--- src/rtl/timer_display_mux_if.sv ---
// Digit/control inputs and multiplexed display outputs of the timer display stage.
// master drives digits and controls; slave is the display multiplexer.
interface timer_display_mux_if;
   logic [3:0] min_upper;
   logic [3:0] min_lower;
   logic [3:0] sec_upper;
   logic [3:0] sec_lower;
   logic       load;
   logic       blank_lz;
   logic       done;
   logic [6:0] seg;
   logic [3:0] AN;
   logic       frame_tick;

   modport master (
      output min_upper, min_lower, sec_upper, sec_lower, load, blank_lz, done,
      input  seg, AN, frame_tick
   );

   modport slave (
      input  min_upper, min_lower, sec_upper, sec_lower, load, blank_lz, done,
      output seg, AN, frame_tick
   );
endinterface

--- src/rtl/timer_display_mux.sv ---
// Time-multiplexes four BCD digits (MM:SS) onto a common-anode 7-segment display.
// Outputs registered one cycle after scan/display state; no backpressure, digits latched per frame.
module timer_display_mux #(
   parameter int REFRESH_DIV = 50000,
   parameter int GUARD       = 2,
   parameter int BLINK_HALF  = 25000000,
   parameter int CNT_W       = 26
) (
   input  logic                CLK,
   input  logic                reset,
   timer_display_mux_if.slave  bus
);

   localparam logic [CNT_W-1:0] REFRESH_LAST = CNT_W'(REFRESH_DIV - 1);
   localparam logic [CNT_W-1:0] BLINK_LAST   = CNT_W'(BLINK_HALF - 1);
   localparam logic [CNT_W-1:0] GUARD_CNT    = CNT_W'(GUARD);
   localparam logic [6:0]       SEG_OFF      = 7'b1111111;
   localparam logic [3:0]       AN_OFF       = 4'b1111;

   logic [CNT_W-1:0] refresh_cnt_q, refresh_cnt_d;
   logic [1:0]       idx_q, idx_d;
   logic [CNT_W-1:0] blink_cnt_q, blink_cnt_d;
   logic             blink_on_q, blink_on_d;
   // Digit index matches anode index: [0]=sec_lower ... [3]=min_upper.
   logic [3:0][3:0]  pend_q, pend_d;
   logic [3:0][3:0]  disp_q, disp_d;
   logic [6:0]       seg_q, seg_d;
   logic [3:0]       an_q, an_d;
   logic             frame_tick_q, frame_tick_d;

   logic             slot_tick;
   logic             frame_wrap;
   logic [3:0]       cur_digit;
   logic             slot_off;

   function automatic logic [6:0] seg_decode(input logic [3:0] val);
      logic [6:0] s;
      case (val)
         4'd0:    s = 7'b1000000;
         4'd1:    s = 7'b1111001;
         4'd2:    s = 7'b0100100;
         4'd3:    s = 7'b0110000;
         4'd4:    s = 7'b0011001;
         4'd5:    s = 7'b0010010;
         4'd6:    s = 7'b0000010;
         4'd7:    s = 7'b1111000;
         4'd8:    s = 7'b0000000;
         4'd9:    s = 7'b0010000;
         default: s = 7'b0111111;
      endcase
      return s;
   endfunction

   always_comb begin
      refresh_cnt_d = refresh_cnt_q;
      idx_d         = idx_q;
      blink_cnt_d   = blink_cnt_q;
      blink_on_d    = blink_on_q;
      pend_d        = pend_q;
      disp_d        = disp_q;
      frame_tick_d  = 1'b0;
      seg_d         = SEG_OFF;
      an_d          = AN_OFF;

      slot_tick  = (refresh_cnt_q == REFRESH_LAST);
      frame_wrap = slot_tick && (idx_q == 2'd3);

      // Scan runs free; only reset restarts it.
      if (slot_tick) begin
         refresh_cnt_d = '0;
         idx_d         = idx_q + 2'd1;
      end else begin
         refresh_cnt_d = refresh_cnt_q + 1'b1;
      end

      if (bus.load) begin
         pend_d = {bus.min_upper, bus.min_lower, bus.sec_upper, bus.sec_lower};
      end

      // Display copies the pending digits only at the frame boundary, so a
      // load landing on the wrap cycle is shown one frame later.
      if (frame_wrap) begin
         disp_d       = pend_q;
         frame_tick_d = 1'b1;
      end

      if (!bus.done) begin
         blink_cnt_d = '0;
         blink_on_d  = 1'b1;
      end else if (blink_cnt_q == BLINK_LAST) begin
         blink_cnt_d = '0;
         blink_on_d  = ~blink_on_q;
      end else begin
         blink_cnt_d = blink_cnt_q + 1'b1;
      end

      cur_digit = disp_q[idx_q];
      // done low overrides the blink phase so the display returns without waiting a flop.
      slot_off  = (refresh_cnt_q < GUARD_CNT)
               || (bus.done && !blink_on_q)
               || ((idx_q == 2'd3) && bus.blank_lz && (cur_digit == 4'd0));

      if (!slot_off) begin
         an_d  = ~(4'b0001 << idx_q);
         seg_d = seg_decode(cur_digit);
      end
   end

   always_ff @(posedge CLK) begin
      if (reset) begin
         refresh_cnt_q <= '0;
         idx_q         <= '0;
         blink_cnt_q   <= '0;
         blink_on_q    <= 1'b1;
         pend_q        <= '0;
         disp_q        <= '0;
         seg_q         <= SEG_OFF;
         an_q          <= AN_OFF;
         frame_tick_q  <= 1'b0;
      end else begin
         refresh_cnt_q <= refresh_cnt_d;
         idx_q         <= idx_d;
         blink_cnt_q   <= blink_cnt_d;
         blink_on_q    <= blink_on_d;
         pend_q        <= pend_d;
         disp_q        <= disp_d;
         seg_q         <= seg_d;
         an_q          <= an_d;
         frame_tick_q  <= frame_tick_d;
      end
   end

   assign bus.seg        = seg_q;
   assign bus.AN         = an_q;
   assign bus.frame_tick = frame_tick_q;

endmodule

--- src/flat_wrapper.sv ---
// flat-port wrapper written by rule: the top's interface ports become plain ports
module timer_display_mux_flat 
#(
   parameter int REFRESH_DIV = 50000,
   parameter int GUARD       = 2,
   parameter int BLINK_HALF  = 25000000,
   parameter int CNT_W       = 26
)
  (CLK, reset, bus_min_upper, bus_min_lower, bus_sec_upper, bus_sec_lower, bus_load, bus_blank_lz, bus_done, bus_seg, bus_AN, bus_frame_tick);
  timer_display_mux_if bus_i ();
  input  logic CLK;
  input  logic reset;
  input wire logic [$bits(bus_i.min_upper)-1:0] bus_min_upper;
  input wire logic [$bits(bus_i.min_lower)-1:0] bus_min_lower;
  input wire logic [$bits(bus_i.sec_upper)-1:0] bus_sec_upper;
  input wire logic [$bits(bus_i.sec_lower)-1:0] bus_sec_lower;
  input wire logic [$bits(bus_i.load)-1:0] bus_load;
  input wire logic [$bits(bus_i.blank_lz)-1:0] bus_blank_lz;
  input wire logic [$bits(bus_i.done)-1:0] bus_done;
  output wire logic [$bits(bus_i.seg)-1:0] bus_seg;
  output wire logic [$bits(bus_i.AN)-1:0] bus_AN;
  output wire logic [$bits(bus_i.frame_tick)-1:0] bus_frame_tick;
  assign bus_i.min_upper = bus_min_upper;
  assign bus_i.min_lower = bus_min_lower;
  assign bus_i.sec_upper = bus_sec_upper;
  assign bus_i.sec_lower = bus_sec_lower;
  assign bus_i.load = bus_load;
  assign bus_i.blank_lz = bus_blank_lz;
  assign bus_i.done = bus_done;
  assign bus_seg = bus_i.seg;
  assign bus_AN = bus_i.AN;
  assign bus_frame_tick = bus_i.frame_tick;
  timer_display_mux #(.REFRESH_DIV(REFRESH_DIV), .GUARD(GUARD), .BLINK_HALF(BLINK_HALF), .CNT_W(CNT_W)) u_core (.CLK(CLK), .reset(reset), .bus(bus_i));
endmodule
--- config.mk ---
export PLATFORM = sky130hd
export DESIGN_NAME = timer_display_mux_flat
export DESIGN_NICKNAME = d
export VERILOG_FILES = /design/src/rtl/timer_display_mux_if.sv /design/src/rtl/timer_display_mux.sv /design/src/flat_wrapper.sv
export SDC_FILE = /design/constraint.sdc
export NUM_CORES = 1
export LEC_CHECK = 0
export BUFFER_PORTS_ARGS = -buffer_cell sky130_fd_sc_hd__buf_4
export CORE_MARGIN = 3
export CORE_UTILIZATION = 55
export CTS_BUF_LIST = sky130_fd_sc_hd__clkbuf_8
export DETAILED_ROUTE_END_ITERATION = 7
export PLACE_DENSITY = 0.8
export SLEW_MARGIN = 40
export SYNTH_ARGS = -nofsm -noshare
export SYNTH_HDL_FRONTEND = slang
export SYNTH_SLANG_ARGS = --single-unit
--- constraint.sdc ---
create_clock -name CLK -period 4.1 [get_ports CLK]
set_input_delay 0.41 -clock CLK [delete_from_list [all_inputs] [get_ports CLK]]
set_output_delay 0.41 -clock CLK [all_outputs]
set_load 0.01 [all_outputs]
; ---- Word-level counts from Yosys, hierarchy flattened
; Memory sizes are Yosys's and may differ from the RTL's. A register that Yosys moved wholly into a read port is not among the register bits.
; Index checks and enable logic that the tools add are counted.
[totals]
ff_bits = 92
romBits = 112
input_bits = 21
out_inout_bits = 12
word_cells = 42
n_memories = 1
[memory_table]
columns = name, words, width, read_ports, rd_ports_with_merged_regs, write_ports, line
row1 = (name not given), 16, 7, 1, 1, 0, timer_display_mux.sv:38  ; case (val)
[classes]
addsub = 3
n_lt_le_gt_ge = 2
eq_ne = 3
n_shift = 1
muxes = 3
bitwise_logic = 3
reduce_logical = 12
[ops]
columns = op, n
row1 = 26-bit by 1-bit adder with 26-bit output (second input constant), 2
row2 = 26-bit by 16-bit equality test with 1-bit output (second input constant), 1
row3 = 26-bit by 25-bit equality test with 1-bit output (second input constant), 1
row4 = 26-bit by 2-bit < comparator with 1-bit output (second input constant), 1
row5 = 4-bit binary-select mux with 2-bit select, 1
row6 = 2-bit OR reduction, 3
row7 = 1-bit logical AND, 4
row8 = 4-bit zero test, 1
row9 = 4-bit 2-to-1 mux, 1
row10 = 4-bit NOT, 1
row11 = 1-bit by 2-bit left shift with 4-bit output (first input constant), 1
row12 = 2-bit by 3-bit < comparator with 1-bit output (second input constant), 1
row13 = 3-bit OR reduction, 1
row14 = 2-bit by 1-bit adder with 2-bit output (second input constant), 1
row15 = 2-bit equality test (second input constant), 1
row16 = 1-bit logical OR, 2
row17 = 1-bit NOT, 2
row18 = 1-bit zero test, 1
row19 = 1-bit 2-to-1 mux, 1

; ---- Longest topological paths before layout
; Gate-level depths: netlist (run 1).
[depth]
ltp_word = 6
mapped_depth = 8

; ---- Worst setup path before layout (run 1)
; Ideal clock, no wire load.
[synth_timing]
path_type = reg2reg
startpoint = register u_core.idx_q[0]
endpoint = register u_core.seg_q[4] (netlist: u_core.bus.seg[4])
setup_time_ns = 0.137
arrival_time_ns = 1.998
required_time_ns = 3.963
path_slack_ns = 1.965
stages_incl_launch_ff = 9
n_path_buf = 1
period_less_slack_ns = 2.135
cell_sequence = dfxtp_1 > clkbuf_1 > mux4_2 > inv_1 > ha_1 > inv_1 > mux2_2 > o21ai_0 > nand3_1
[synth_between]
elab_chain_cells = 6
[synth_lines]
columns = element, line
row1 = "start, declared", timer_display_mux.sv:21  ; logic [1:0] idx_q, idx_d;
row2 = "start signal, assigned", timer_display_mux.sv:122  ; idx_q <= idx_d;
row3 = 4-bit binary-select mux with 2-bit select, timer_display_mux.sv:97  ; cur_digit = disp_q[idx_q];
row4 = 4-bit 2-to-1 mux (implied by the code), timer_display_mux.sv:97
row5 = 4-bit zero test, timer_display_mux.sv:101  ; || ((idx_q == 2'd3) && bus.blank_lz && (cur_digit == 4'd0));
row6 = 1-bit logical AND, timer_display_mux.sv:101
row7 = 1-bit logical OR, timer_display_mux.sv:101
row8 = 2-bit OR reduction (no line), n/a
row9 = "end, declared", timer_display_mux.sv:27  ; logic [6:0] seg_q, seg_d;
; Several ways; a longest one is shown, not always the timed one. The select of a mux whose other input is x is not followed.
; A chain may end at the register's enable or synchronous reset.

; ---- Final worst setup path (run 1)
[layout_timing]
startpoint = register u_core.refresh_cnt_q[10]
endpoint = register u_core.seg_q[6] (netlist: u_core.bus.seg[6])
[layout_between]
elab_chain_cells = 4
[layout_lines]
columns = element, line
row1 = "start, declared", timer_display_mux.sv:20  ; logic [CNT_W-1:0] refresh_cnt_q, refresh_cnt_d;
row2 = "start signal, assigned", timer_display_mux.sv:121  ; refresh_cnt_q <= refresh_cnt_d;
row3 = 26-bit by 2-bit < comparator with 1-bit output, timer_display_mux.sv:99  ; slot_off = (refresh_cnt_q < GUARD_CNT)
row4 = 1-bit logical OR, timer_display_mux.sv:100  ; || (bus.done && !blink_on_q)
row5 = 1-bit logical OR, timer_display_mux.sv:101
row6 = 2-bit OR reduction (no line), n/a
; Every way passes these cells.

==> impl_metrics.toml, run 1 <==
[outcome]
outcome = "complete, no violations"

[pwr]
internal_power_mw = 1.35
power_frac_seq_pct = 57.5
p_sw_share_pct = 21.7
irDropWorstVdd_mv = 0.168
power_mw = 1.72
power_density_nw_per_um2 = 346
p_sw_uw = 373
p_clk_share_pct = 37.9
power_frac_comb_pct = 4.6
leakage_nw = 1.71

[critical_path]
r2r_cells = 4
start_kind = "register"
reg2reg_slack_ns = 1.67
crit_fanout = 20
end_kind = "register"
cp.arrival_ns = 2.71
r2r-end = "u_core.bus.seg[6]$_SDFF_PP1_"
crit_type = "reg2reg"
cp_data_required_time_ns = 4.38
rr_startpoint = "u_core.refresh_cnt_q[10]$_SDFF_PP0_"

[clock_tree]
cts_num_sinks = 99
cts-root-buf = "clkbuf_8"
clock_latency_ns = 0.36
postCtsSetupBuffers = 0
clock_path_buffers = 2
cts_buffers = 9
cts.htree.levels = 3
cts_hold_buf = 0
clkSlewWorstSetupHoldPaths_ns = 0.09
cts_tree = "yes"
post_cts_resize_count = 0

[min_path]
hold_end = "u_core.pend_q[5]$_SDFFE_PP0P_"
hp-start = "bus_sec_upper[1]"
hold_path_class = "in2reg"
min_path_cells = 3

[drt]
num_vias = 3758
routed_via_density = 6.04
wl_um = 9650
firstDrtPassIters = 4
wl_per_cell_um = 15.5
route.detailed.drc = 0
ant_nets = 0
drtIter0Drc = 145

[finish]
regArea_um2 = 1980
multi_input_area_um2 = 2350
n_antenna_cell = 0
fillers = 663
layout-drive-gt1-share_pct = 12.1
syn2layout_area_growth_pct = 10.2
finalInstanceArea_um2 = 4990
final_nets = 546

[timing]
fmax_mhz = 412
finalSetupViolations = 0
hold_ws_ns = 0.287
clock_skew_ns = 0.0115
hold_violations = 0
worstMarginPinSlew_ns = 0.759
drv_slew = 0
maxSlewHeadroom_pct = 49.3
rsz0062_at_grt = "no"
setup-tns-final_ns = 0
finalCritPeriodShare_pct = 59.2
fin_crit_ns = 2.43

[floorplan]
num_rows = 32
fp.dieW_um = 96.7
start_util_pct = 57.7
die-area_um2 = 9350
io-pin-count = 33
die_h_um = 96.7
core_um2 = 7850

[yosys]
ys_seq_area_share_pct = 43.8
netlist_instances = 499
syn_nets = 530
synth_top_cell_by_area = "dfxtp_1"
synthesis.area_um2 = 4530
yosys_register_bits = 99
synth.top_cell.area_share_pct = 43.8
synth_cell_types = 37
yosysWarnings = 0
synth_edf_count = 0
synthTopCellsByArea = "dfxtp_1 (44%), a21oi_1 (5.1%), nand4_1 (4.8%)"
ys_async_sr_fraction_pct = 0
ys.flop_type = "dfxtp_1"
synth.avg_cell_area_um2 = 9.07

[place]
hpwl_um = 6570
io_buffers = 32
dpl-instance-area_um2 = 4770
routabilityCongestion = 0.799

[global_route]
grt_max_degree = 40
antenna_found_initial = 0
grt_pass1_vias = 3532
overflow = 0
track_usage_pct = 20.8
grt_pass1_wl_um = 16600

[run]
cap_violations = 0
power groups by stage:
stage	Combinational (mW)	Clock [mW]	Sequential (mW)
6_report	0.0789	0.653	0.991
3_5_place_dp	0.0799	0	1.01
5_1_grt	0.0868	0.710	0.994
4_1_cts	0.0799	0.664	0.991
2_1_floorplan	0.0457	0	1.01
3_3_place_gp	0.0769	0	1.01
cell type report:
cell class / count / share of cell area [%]
multi-input combinational: 357 / 47.2
sequential: 99 / 39.7
timing repair buffer: 35 / 5.27
clock buffer: 12 / 3.31
tap: 102 / 2.56
inverter: 13 / 0.978
clock inverter: 4 / 0.953
layout by cell type (no fill, tap or decap), types with 14 or more instances in the layout:
| cell type | count |
|---|---|
| a21oi_1 | 46 |
| buf_4 | 35 |
| dfxtp_1 | 99 |
| inv_1 | 14 |
| mux2i_1 | 19 |
| nand2_1 | 19 |
| nand3_1 | 26 |
| nand4_1 | 35 |
| nor2_1 | 50 |
| o21ai_0 | 18 |
| o31ai_1 | 28 |
| or3_1 | 17 |
| or4_1 | 15 |
synth_stat cells, drive strengths merged (2+ instances only):
cell type	number
and3	9
mux2	3
a21oi	46
nor2	50
ha	10
clkbuf	19
mux4	4
and2	3
xnor2	11
buf	11
mux2i	19
nand4	35
o21ai	18
o31ai	29
nor4	7
inv	13
nor3	2
or4b	3
nand3	26
nand2	19
o211ai	2
or4	17
or3	17
and4	9
xor2	12
dfxtp	99
worst max-delay path by stage:
stage / slack (ns) / end / cells after the start / startpoint
after detailed placement: 1.66 / u_core.bus.seg[6]$_SDFF_PP1_ / 4 / u_core.refresh_cnt_q[23]$_SDFF_PP0_
after CTS: 1.64 / u_core.bus.seg[6]$_SDFF_PP1_ / 4 / u_core.refresh_cnt_q[23]$_SDFF_PP0_
after floorplan: 1.96 / u_core.bus.seg[4]$_SDFF_PP1_ / 8 / u_core.idx_q[0]$_SDFFE_PP0P_
after global placement: 1.60 / u_core.blink_cnt_q[4]$_SDFF_PP0_ / 4 / u_core.blink_cnt_q[9]$_SDFF_PP0_
after global routing: 1.46 / u_core.disp_q[12]$_SDFFE_PP0P_ / 5 / u_core.refresh_cnt_q[1]$_SDFF_PP0_
final: 1.67 / u_core.bus.seg[6]$_SDFF_PP1_ / 4 / u_core.refresh_cnt_q[10]$_SDFF_PP0_
critical path, cell delays in order, from the launching register on:
cell and delay [ns]:
dfxtp_1 0.36, or4_4 0.57, or4_1 0.76, o31a_1 0.52, o211ai_1 0.15
state kept, by name, summed over array words and instances, names as in the netlist:
| name | count |
|---|---|
| u_core.blink_cnt_q | 26 |
| u_core.blink_on_q | 1 |
| u_core.bus.AN | 4 |
| u_core.bus.frame_tick | 1 |
| u_core.bus.seg | 7 |
| u_core.disp_q | 16 |
| u_core.idx_q | 2 |
| u_core.pend_q | 16 |
| u_core.refresh_cnt_q | 26 |
logic make-up after synthesis:
| family | synth area share, % |
|---|---|
| simple gates | 24.9 |
| compound gates | 12.9 |
| fa+ha+maj | 2.76 |
| flops | 43.8 |
| mux | 6.94 |
| buf+inv | 4.23 |
| xor+xnor | 4.45 |
metal layers:
metal	vias up	wire length, um	global-route usage (%)
li1	1886	-	-
met1	1762	4270	26.2
met2	98	4830	35.9
met4	0	122	5.29
met5	-	0	0
met3	12	422	5.12
stage by stage:
stage / cells / utilization, % / setup WS [ns]
2_1_floorplan: 499 / - / 1.96
3_3_place_gp: 604 / 60.7 / 1.60
3_5_place_dp: 605 / 60.7 / 1.66
4_1_cts: 621 / 63.5 / 1.64
5_1_grt: 622 / 63.6 / 1.46
6_report: 622 / 63.6 / 1.67
Power figures use the tool's default switching activity.
==> inputs of run 2 (changes only) <==
--- a/config.mk
+++ b/config.mk
@@ -10,7 +10,7 @@
 export CORE_UTILIZATION = 55
 export CTS_BUF_LIST = sky130_fd_sc_hd__clkbuf_8
 export DETAILED_ROUTE_END_ITERATION = 7
-export PLACE_DENSITY = 0.8
+export PLACE_DENSITY = 0.83
 export SLEW_MARGIN = 40
 export SYNTH_ARGS = -nofsm -noshare
 export SYNTH_HDL_FRONTEND = slang
==> constraint.sdc (replaced) <==
create_clock -name CLK -period 2 [get_ports CLK]
set_input_delay 0.2 -clock CLK [delete_from_list [all_inputs] [get_ports CLK]]
set_output_delay 0.2 -clock CLK [all_outputs]
set_load 0.01 [all_outputs]
==> run 2 against run 1 <==
The flow now finishes with violations (setup timing). Via count rose by 13%. Clock power is 93% higher. Final cell count grew 6.1%. First-iteration DRC count is 150% higher. Fmax increased by 14%. Critical path depth up 1. Sequential share of layout area shrank 4.2 points. Power grew 100%. Sequential cell count unchanged. Combinational power increased by 130%. Critical path type unchanged.
==> impl_metrics.toml, run 2 (synthesis gave the netlist of run 1 again) <==
[outcome]
outcome = "complete, but fails checks"
violations = "setup timing"

[place]
dpl-instance-area_um2 = 5090
routabilityCongestion = 0.884
pre_cts_ws_ns = -0.0297
io_buffers = 32
hpwl_um = 7150

[clock_tree]
cts_tree = "yes"
cts.htree.levels = 3
cts_buffers = 9
cts-root-buf = "clkbuf_8"
clock_path_buffers = 2
clock_latency_ns = 0.38
clkSlewWorstSetupHoldPaths_ns = 0.12
cts_num_sinks = 99

[critical_path]
critPathSlowestCell = "or4_4"
crit_fanout = 5
cp_data_required_time_ns = 2.24
cp.arrival_ns = 2.37
crit_type = "reg2reg"
start_kind = "register"
end_kind = "register"
cp.buffers_inverters = 1
crit_path_frequent_cell = "or4_4"
crit_chain = "or4_4 -> or4_4 -> clkbuf_16 -> o31ai_4 -> a21oi_2"
crit_family = "simple AND/OR/NAND/NOR gates"
slowest_delay_ns = 0.54

[timing]
drv_slew = 0
hold_ws_ns = 0.0626
fmax_mhz = 470
hold_violations = 0
fin_crit_ns = 2.13
worstMarginPinSlew_ns = 0.496
layout_setup_ws_ns = -0.127
rsz0062_at_grt = "yes"
clock_skew_ns = 0.0204
setup-tns-final_ns = -1.12
finalSetupViolations = 28
finalCritPeriodShare_pct = 106
maxSlewHeadroom_pct = 66.9

[pwr]
power_frac_comb_pct = 5.3
p_sw_uw = 903
internal_power_mw = 2.57
p_sw_share_pct = 26.0
p_clk_share_pct = 36.1
irDropWorstVdd_mv = 0.440
power_density_nw_per_um2 = 620
power_frac_seq_pct = 58.5
leakage_nw = 1.94

[run]
cap_violations = 0

[finish]
syn2layout_area_growth_pct = 23.9
reg.largest.list = "u_core.blink_cnt_q: 26 flops, u_core.refresh_cnt_q: 26 flops"
regArea_um2 = 1990
mostFrequentLayoutCells = "dfxtp_1 (90), buf_4 (65), nor2_1 (50), a21oi_1 (43), nand4_1 (35)"
n_antenna_cell = 0
final_nets = 584
layout-drive-gt1-share_pct = 24.9
multi_input_area_um2 = 2620
fillers = 542
final_common_cell = "dfxtp_1"
finalInstanceArea_um2 = 5610

[global_route]
grt_pass1_vias = 3723
grt_max_degree = 40
grt_pass1_wl_um = 17100
antenna_found_initial = 0
track_usage_pct = 21.6
overflow = 0

[floorplan]
die_h_um = 96.7
io-pin-count = 33
fp.dieW_um = 96.7
start_util_pct = 57.7
die-area_um2 = 9350
core_um2 = 7850
num_rows = 32

[drt]
num_vias = 4252
drtIter0Drc = 359
routed_via_density = 6.44
ant_nets = 0
route.detailed.drc = 0
firstDrtPassIters = 6
wl_um = 12400
wl_per_cell_um = 18.8

[min_path]
hold_path_class = "in2reg"
[run 2: changes by cell type in the layout (fill, tap and decap cells not counted), moves of 4 or more]
cell     before  now
buf_4        35   65
o31ai_1      28   10
buf_12        0    4
dfxtp_1      99   90
dfxtp_2       0    9
o31ai_4       1   16
[run 2: metal layers]
layer | vias to the layer above | wire, um | global-route usage, %
met2 | 190 | 6310 | 36.5
met1 | 2034 | 4930 | 27.2
met3 | 56 | 688 | 3.97
li1 | 1972 | - | -
met4 | 0 | 461 | 8.96
met5 | - | 0 | 0
[run 2: worst reg2reg max path: cells and delay by family, from the launching register on]
family                 cells  cell delay, ns
AND/OR/NAND/NOR            2            1.06
flip-flops                 1            0.36
AO/OA/AOI/OAI              2            0.35
buffers and inverters      1            0.21
[run 2: power groups by stage]
| stage | clock network (mW) | registers [mW] | logic, mW |
|---|---|---|---|
| after floorplan | 0 | 2.08 | 0.0942 |
| after global placement | 0 | 2.08 | 0.171 |
| after detailed placement | 0 | 2.08 | 0.178 |
| after CTS | 1.24 | 2.03 | 0.179 |
| after global routing | 1.32 | 2.04 | 0.199 |
| final | 1.26 | 2.04 | 0.185 |
[run 2: layout make-up]
class | instances | share of cell area [%]
timing repair buffer | 73 | 11.4
inverter | 13 | 0.870
clock buffer | 9 | 2.21
multi-input combinational | 357 | 46.7
clock inverter | 7 | 1.00
tap | 102 | 2.27
sequential | 99 | 35.5
[run 2: path summary, 6_finish.rpt]
kind | endpoint | cells past startpoint | slack, ns | startpoint
worst max-delay path | u_core.disp_q[7]$_SDFFE_PP0P_ | 5 | -0.13 | u_core.refresh_cnt_q[10]$_SDFF_PP0_
worst min-delay path | u_core.pend_q[14]$_SDFFE_PP0P_ | 3 | 0.06 | bus_min_upper[2]
worst max register to register | u_core.disp_q[7]$_SDFFE_PP0P_ | 5 | -0.13 | u_core.refresh_cnt_q[10]$_SDFF_PP0_
worst min register to register | u_core.blink_cnt_q[0]$_SDFF_PP0_ | 1 | 0.47 | u_core.blink_cnt_q[0]$_SDFF_PP0_
[run 2: per-stage QoR]
step,utilization [%],power [mW],cells
floorplan,-,2.17,499
global placement,64.8,2.25,640
detailed placement,64.8,2.26,640
CTS,67.2,3.45,656
global route,71.5,3.55,660
finish,71.5,3.48,660
[run 2: what timing repair did]
action                     CTS  global route
setup endpoints to repair   20            65
gates cloned                 0             3
hold buffers                 0             0
buffers inserted             0             1
hold endpoints to repair     0             0
pin swaps                    0            26
resized for setup            1            49
